**config.mk**
```make
export PLATFORM = sky130hd
export DESIGN_NAME = sum_hex_uart_tx
export DESIGN_NICKNAME = d
export VERILOG_FILES = /design/src/rtl/sum_hex_uart_tx.sv
export SDC_FILE = /design/constraint.sdc
export NUM_CORES = 1
export LEC_CHECK = 0
export ABC_CLOCK_PERIOD_IN_PS = 4350
export CAP_MARGIN = 20
export CORE_MARGIN = 2
export CORE_UTILIZATION = 50
export CTS_CLUSTER_SIZE = 14
export DETAILED_ROUTE_END_ITERATION = 8
export PLACE_DENSITY = 0.65
export SLEW_MARGIN = 10
export SYNTH_ARGS = -nofsm -noshare
export SYNTH_HDL_FRONTEND = slang
export SYNTH_SLANG_ARGS = --single-unit
```
**constraint.sdc**
```tcl
create_clock -name clk -period 4.35 [get_ports clk]
set_input_delay 0.435 -clock clk [delete_from_list [all_inputs] [get_ports clk]]
set_output_delay 0.435 -clock clk [all_outputs]
set_load 0.05 [all_outputs]
```
**src/rtl/sum_hex_uart_tx.sv**
```systemverilog
// Buffers 4-bit sums in a small FIFO and sends each one as an ASCII hex
// character ('0'-'9', 'A'-'F') on an 8N1 serial line.
module sum_hex_uart_tx #(
    parameter int CLKS_PER_BIT = 16,
    parameter int FIFO_DEPTH   = 4
) (
    input  logic                          clk,
    input  logic                          reset,
    input  logic                          in_valid,
    input  logic [3:0]                    in_sum,
    output logic                          in_ready,
    output logic                          tx,
    output logic                          busy,
    output logic [$clog2(FIFO_DEPTH):0]   fifo_count
);

    localparam int PW = $clog2(FIFO_DEPTH);
    localparam int TW = $clog2(CLKS_PER_BIT);

    localparam logic [TW-1:0] TIMER_LAST = TW'(CLKS_PER_BIT - 1);
    localparam logic [TW-1:0] TIMER_ONE  = TW'(1);
    localparam logic [PW:0]   DEPTH_C    = (PW + 1)'(FIFO_DEPTH);
    localparam logic [PW:0]   CNT_ONE    = (PW + 1)'(1);
    localparam logic [PW-1:0] PTR_ONE    = PW'(1);

    typedef enum logic [1:0] {
        S_IDLE,
        S_START,
        S_DATA,
        S_STOP
    } state_t;

    state_t        state_q, state_d;
    logic [TW-1:0] timer_q, timer_d;
    logic [2:0]    idx_q, idx_d;
    logic [7:0]    shift_q, shift_d;
    logic          tx_q, tx_d;

    logic [3:0]    mem_q [FIFO_DEPTH];
    logic [PW-1:0] wr_ptr_q, rd_ptr_q;
    logic [PW:0]   count_q, count_d;
    logic          push, pop;

    function automatic logic [7:0] to_ascii(input logic [3:0] v);
        // 0x37 + 10 = 'A'
        if (v < 4'd10) return 8'h30 + {4'h0, v};
        else           return 8'h37 + {4'h0, v};
    endfunction

    assign in_ready   = (count_q != DEPTH_C);
    assign push       = in_valid && in_ready;
    assign pop        = (state_q == S_IDLE) && (count_q != '0);
    assign tx         = tx_q;
    assign busy       = (state_q != S_IDLE);
    assign fifo_count = count_q;

    always_comb begin
        count_d = count_q;
        if (push && !pop)      count_d = count_q + CNT_ONE;
        else if (!push && pop) count_d = count_q - CNT_ONE;
    end

    always_comb begin
        state_d = state_q;
        timer_d = timer_q;
        idx_d   = idx_q;
        shift_d = shift_q;
        tx_d    = tx_q;
        case (state_q)
            S_IDLE: begin
                tx_d    = 1'b1;
                timer_d = '0;
                if (pop) begin
                    shift_d = to_ascii(mem_q[rd_ptr_q]);
                    state_d = S_START;
                    tx_d    = 1'b0;
                end
            end
            S_START: begin
                if (timer_q == TIMER_LAST) begin
                    timer_d = '0;
                    idx_d   = 3'd0;
                    state_d = S_DATA;
                    tx_d    = shift_q[0];
                end else begin
                    timer_d = timer_q + TIMER_ONE;
                end
            end
            S_DATA: begin
                if (timer_q == TIMER_LAST) begin
                    timer_d = '0;
                    if (idx_q == 3'd7) begin
                        state_d = S_STOP;
                        tx_d    = 1'b1;
                    end else begin
                        idx_d = idx_q + 3'd1;
                        tx_d  = shift_q[idx_q + 3'd1];
                    end
                end else begin
                    timer_d = timer_q + TIMER_ONE;
                end
            end
            S_STOP: begin
                if (timer_q == TIMER_LAST) begin
                    timer_d = '0;
                    state_d = S_IDLE;
                    tx_d    = 1'b1;
                end else begin
                    timer_d = timer_q + TIMER_ONE;
                end
            end
            default: begin
                state_d = S_IDLE;
                timer_d = '0;
                tx_d    = 1'b1;
            end
        endcase
    end

    always_ff @(posedge clk or posedge reset) begin
        if (reset) begin
            state_q  <= S_IDLE;
            timer_q  <= '0;
            idx_q    <= 3'd0;
            shift_q  <= 8'h00;
            tx_q     <= 1'b1;
            wr_ptr_q <= '0;
            rd_ptr_q <= '0;
            count_q  <= '0;
        end else begin
            state_q <= state_d;
            timer_q <= timer_d;
            idx_q   <= idx_d;
            shift_q <= shift_d;
            tx_q    <= tx_d;
            count_q <= count_d;
            if (push) wr_ptr_q <= wr_ptr_q + PTR_ONE;
            if (pop)  rd_ptr_q <= rd_ptr_q + PTR_ONE;
        end
    end

    // Storage needs no reset: entries are only read below count.
    always_ff @(posedge clk) begin
        if (push) mem_q[wr_ptr_q] <= in_sum;
    end

endmodule
```
==> flow_summary.yaml <==
outcome:
  status: "finished clean"
cts:
  insertion_delay_ns: 0.28
  hold_buffers: 0
  numCtsBuffers: 5
  clk_pin_slew_ns: 0.07
  cts.sinks: 40
  cts.htree.levels: 2
  cts_tree: "yes"
  ctsResizeCount: 0
  root_buffer: "clkbuf_8"
  clockBufferDepth: 2
  postCtsSetupRepairBufs: 0
logic_synthesis:
  synth.yosys.warnings: 0
  ys.flop_type: "dfrtp_1"
  post-synth-top-count-cell: "dfrtp_1"
  synth-seq-cells: 40
  mappedNetlistArea_um2: 1930
  yosysTopAreaCellShare_pct: 29.9
  synthCells: 149
  yosysUniqueCellTypes: 38
  yosysSeqAreaShare_pct: 56.1
  postSynthAreaPerCell_um2: 12.9
  synth_area_leaders: "dfrtp_1, edfxtp_1, ha_1"
  synth_common_cells: "dfrtp_1, edfxtp_1, ha_1"
  synth_enable_flop_cells: 16
  yosys.area.top_type: "dfrtp_1"
  syn-num-nets: 170
  synthArstFlopShare_pct: 60.0
timing:
  finalCritPeriodShare_pct: 60.6
  setup_viol: 0
  layout_setup_ws_ns: 1.71
  tns_ns: 0
  worst_pin_slew_ns: 0.930
  hold_viol: 0
  grt_setup_unrepaired: "false"
  slew-limit-headroom_pct: 37.9
  skew_ns: 0.00586
  clock.fmax_mhz: 379
  period_needed_ns: 2.64
  drv_slew: 0
floorplan:
  start_util_pct: 52.3
  rows: 22
  die_height_um: 66.1
  die_area_um2: 4370
  die_w_um: 66.1
  core_area_um2: 3690
  ios: 13
finish:
  final_util_pct: 59.0
  finalNonFillerCells: 215
  drive_gt1_share_pct: 8.98
  antennaDiodeCount: 0
  syn_to_final_growth_pct: 12.8
  nFillCells: 327
  nets: 188
power:
  power_w: 0.000980
  peakVddDrop_v: 0.000355
  p_leak_nw: 0.927
  powerDensity_nw_per_um2: 451
critical_path:
  cp.required_ns: 4.53
  path_class: "flop to flop"
  critPathLaunchType: "flop"
  path_max_fanout: 10
  end_kind: "flop"
  worstPathArrival_ns: 2.81
global_route:
  track_usage_pct: 17.7
  antenna_found_initial: 0
  grt_overflow: 0
  grt_pass1_wl_mm: 5.57
  grt_pass1_vias: 1172
  grt_max_degree: 25
detailed_routing:
  wirelength_mm: 3.14
  route.antenna.remaining_nets: 0
  dr.pass1.iters: 4
  drt-initial-drc-count: 93
  routedWlPerCell_um: 14.6
  vias: 1189
  viasPerCell: 5.53
  drc: 0
placed_design:
  port_buffers: 12
  dpl.hpwl_mm: 2.42
  place_congestion: 0.836
  placed_cells: 208
  place_ws_ns: 1.73
flow_run:
  drv_cap: 0
hold_path:
  hold_path.class: "flop to flop"
cell usage in the layout (no fill, tap or decap), types with 3 or more instances in the layout:
cell type | netlist | layout
dfrtp_1 | 23 | 23
edfxtp_1 | 16 | 16
ha_1 | 13 | 13
inv_1 | 12 | 12
clkdlybuf4s50_1 | 0 | 12
nand2_1 | 11 | 11
a21oi_1 | 7 | 7
nor2_1 | 7 | 7
and3_1 | 6 | 6
o21ai_0 | 6 | 6
xnor2_1 | 5 | 5
clkbuf_8 | 0 | 5
mux4_2 | 4 | 4
xor2_1 | 4 | 4
mux2_2 | 3 | 3
nor3_1 | 3 | 3
power breakdown:
part	switching, W	internal, W	leakage [nW]
combinational	0.000156	0.000105	0.450
sequential	0.0000413	0.000451	0.436
clock	0.000117	0.000109	0.0410
total	0.000315	0.000666	0.927
final cells by class:
cell class              instances  area, um2  area share, %
clock buffers                   6       72.6           3.34
clock inverters                 1       5.00          0.230
inverters                      13       48.8           2.24
multi-input cells              95        786           36.1
flip-flops and latches         40       1080           49.8
well taps                      48       60.1           2.76
repair buffers                 12        120           5.52
state kept, by name, indices dropped and copies added (netlist names):
signal / flops
wr_ptr_q: 2
idx_q: 3
timer_q: 4
rd_ptr_q: 2
shift_q: 7
state_q: 2
tx: 1
mem_q: 16
fifo_count: 3
per-layer routing:
layer	part of all wire, %	wire length, um	track usage (%)	up-vias
met2	46	1430	24.3	24
li1	-	-	-	572
met1	49	1550	26.3	586
met4	1.6	49	7.65	0
met3	3.4	108	4.77	7
met5	0	0	0	-
kinds of logic (layout without fill, tap and decap cells):
logic type | count (synthesis) | after routing | share of synthesized area, %
simple gates | 34 | 34 | 8.76
flops | 40 | 40 | 56.1
compound gates | 28 | 28 | 9.60
buf+inv | 14 | 32 | 3.11
xor+xnor | 9 | 9 | 4.09
fa+ha+maj | 14 | 14 | 9.47
mux | 10 | 10 | 8.83
per-stage QoR:
step	hold WS (ns)	cell area, um2
after floorplan	0.444	1930
after global placement	0.473	2100
after detailed placement	0.490	2100
after CTS	0.502	2170
after global routing	0.524	2170
final	0.497	2170
final timing paths:
kind	startpoint	end	slack, ns	cells after the start
worst min register to register	shift_q[1]$_DFFE_PP0P_	shift_q[1]$_DFFE_PP0P_	0.50	1
max in group asynchronous	reset	shift_q[3]$_DFFE_PP0P_	3.12	2
min in group asynchronous	reset	state_q[0]$_DFFE_PP0P_	0.65	2
worst min-delay path	shift_q[1]$_DFFE_PP0P_	shift_q[1]$_DFFE_PP0P_	0.50	1
worst max register to register	state_q[0]$_DFFE_PP0P_	fifo_count[1]$_DFFE_PP0P_	1.71	8
worst max-delay path	state_q[0]$_DFFE_PP0P_	fifo_count[1]$_DFFE_PP0P_	1.71	8
worst max-delay path, stage by stage (launching register included):
cell      delay [ns]
dfrtp_1         0.40
inv_1           0.11
ha_1            0.31
o31a_1          0.34
clkinv_1        0.32
ha_1            0.31
inv_1           0.07
fa_1            0.41
mux2_2          0.27
No activity file was read; power rests on OpenSTA's default activity.
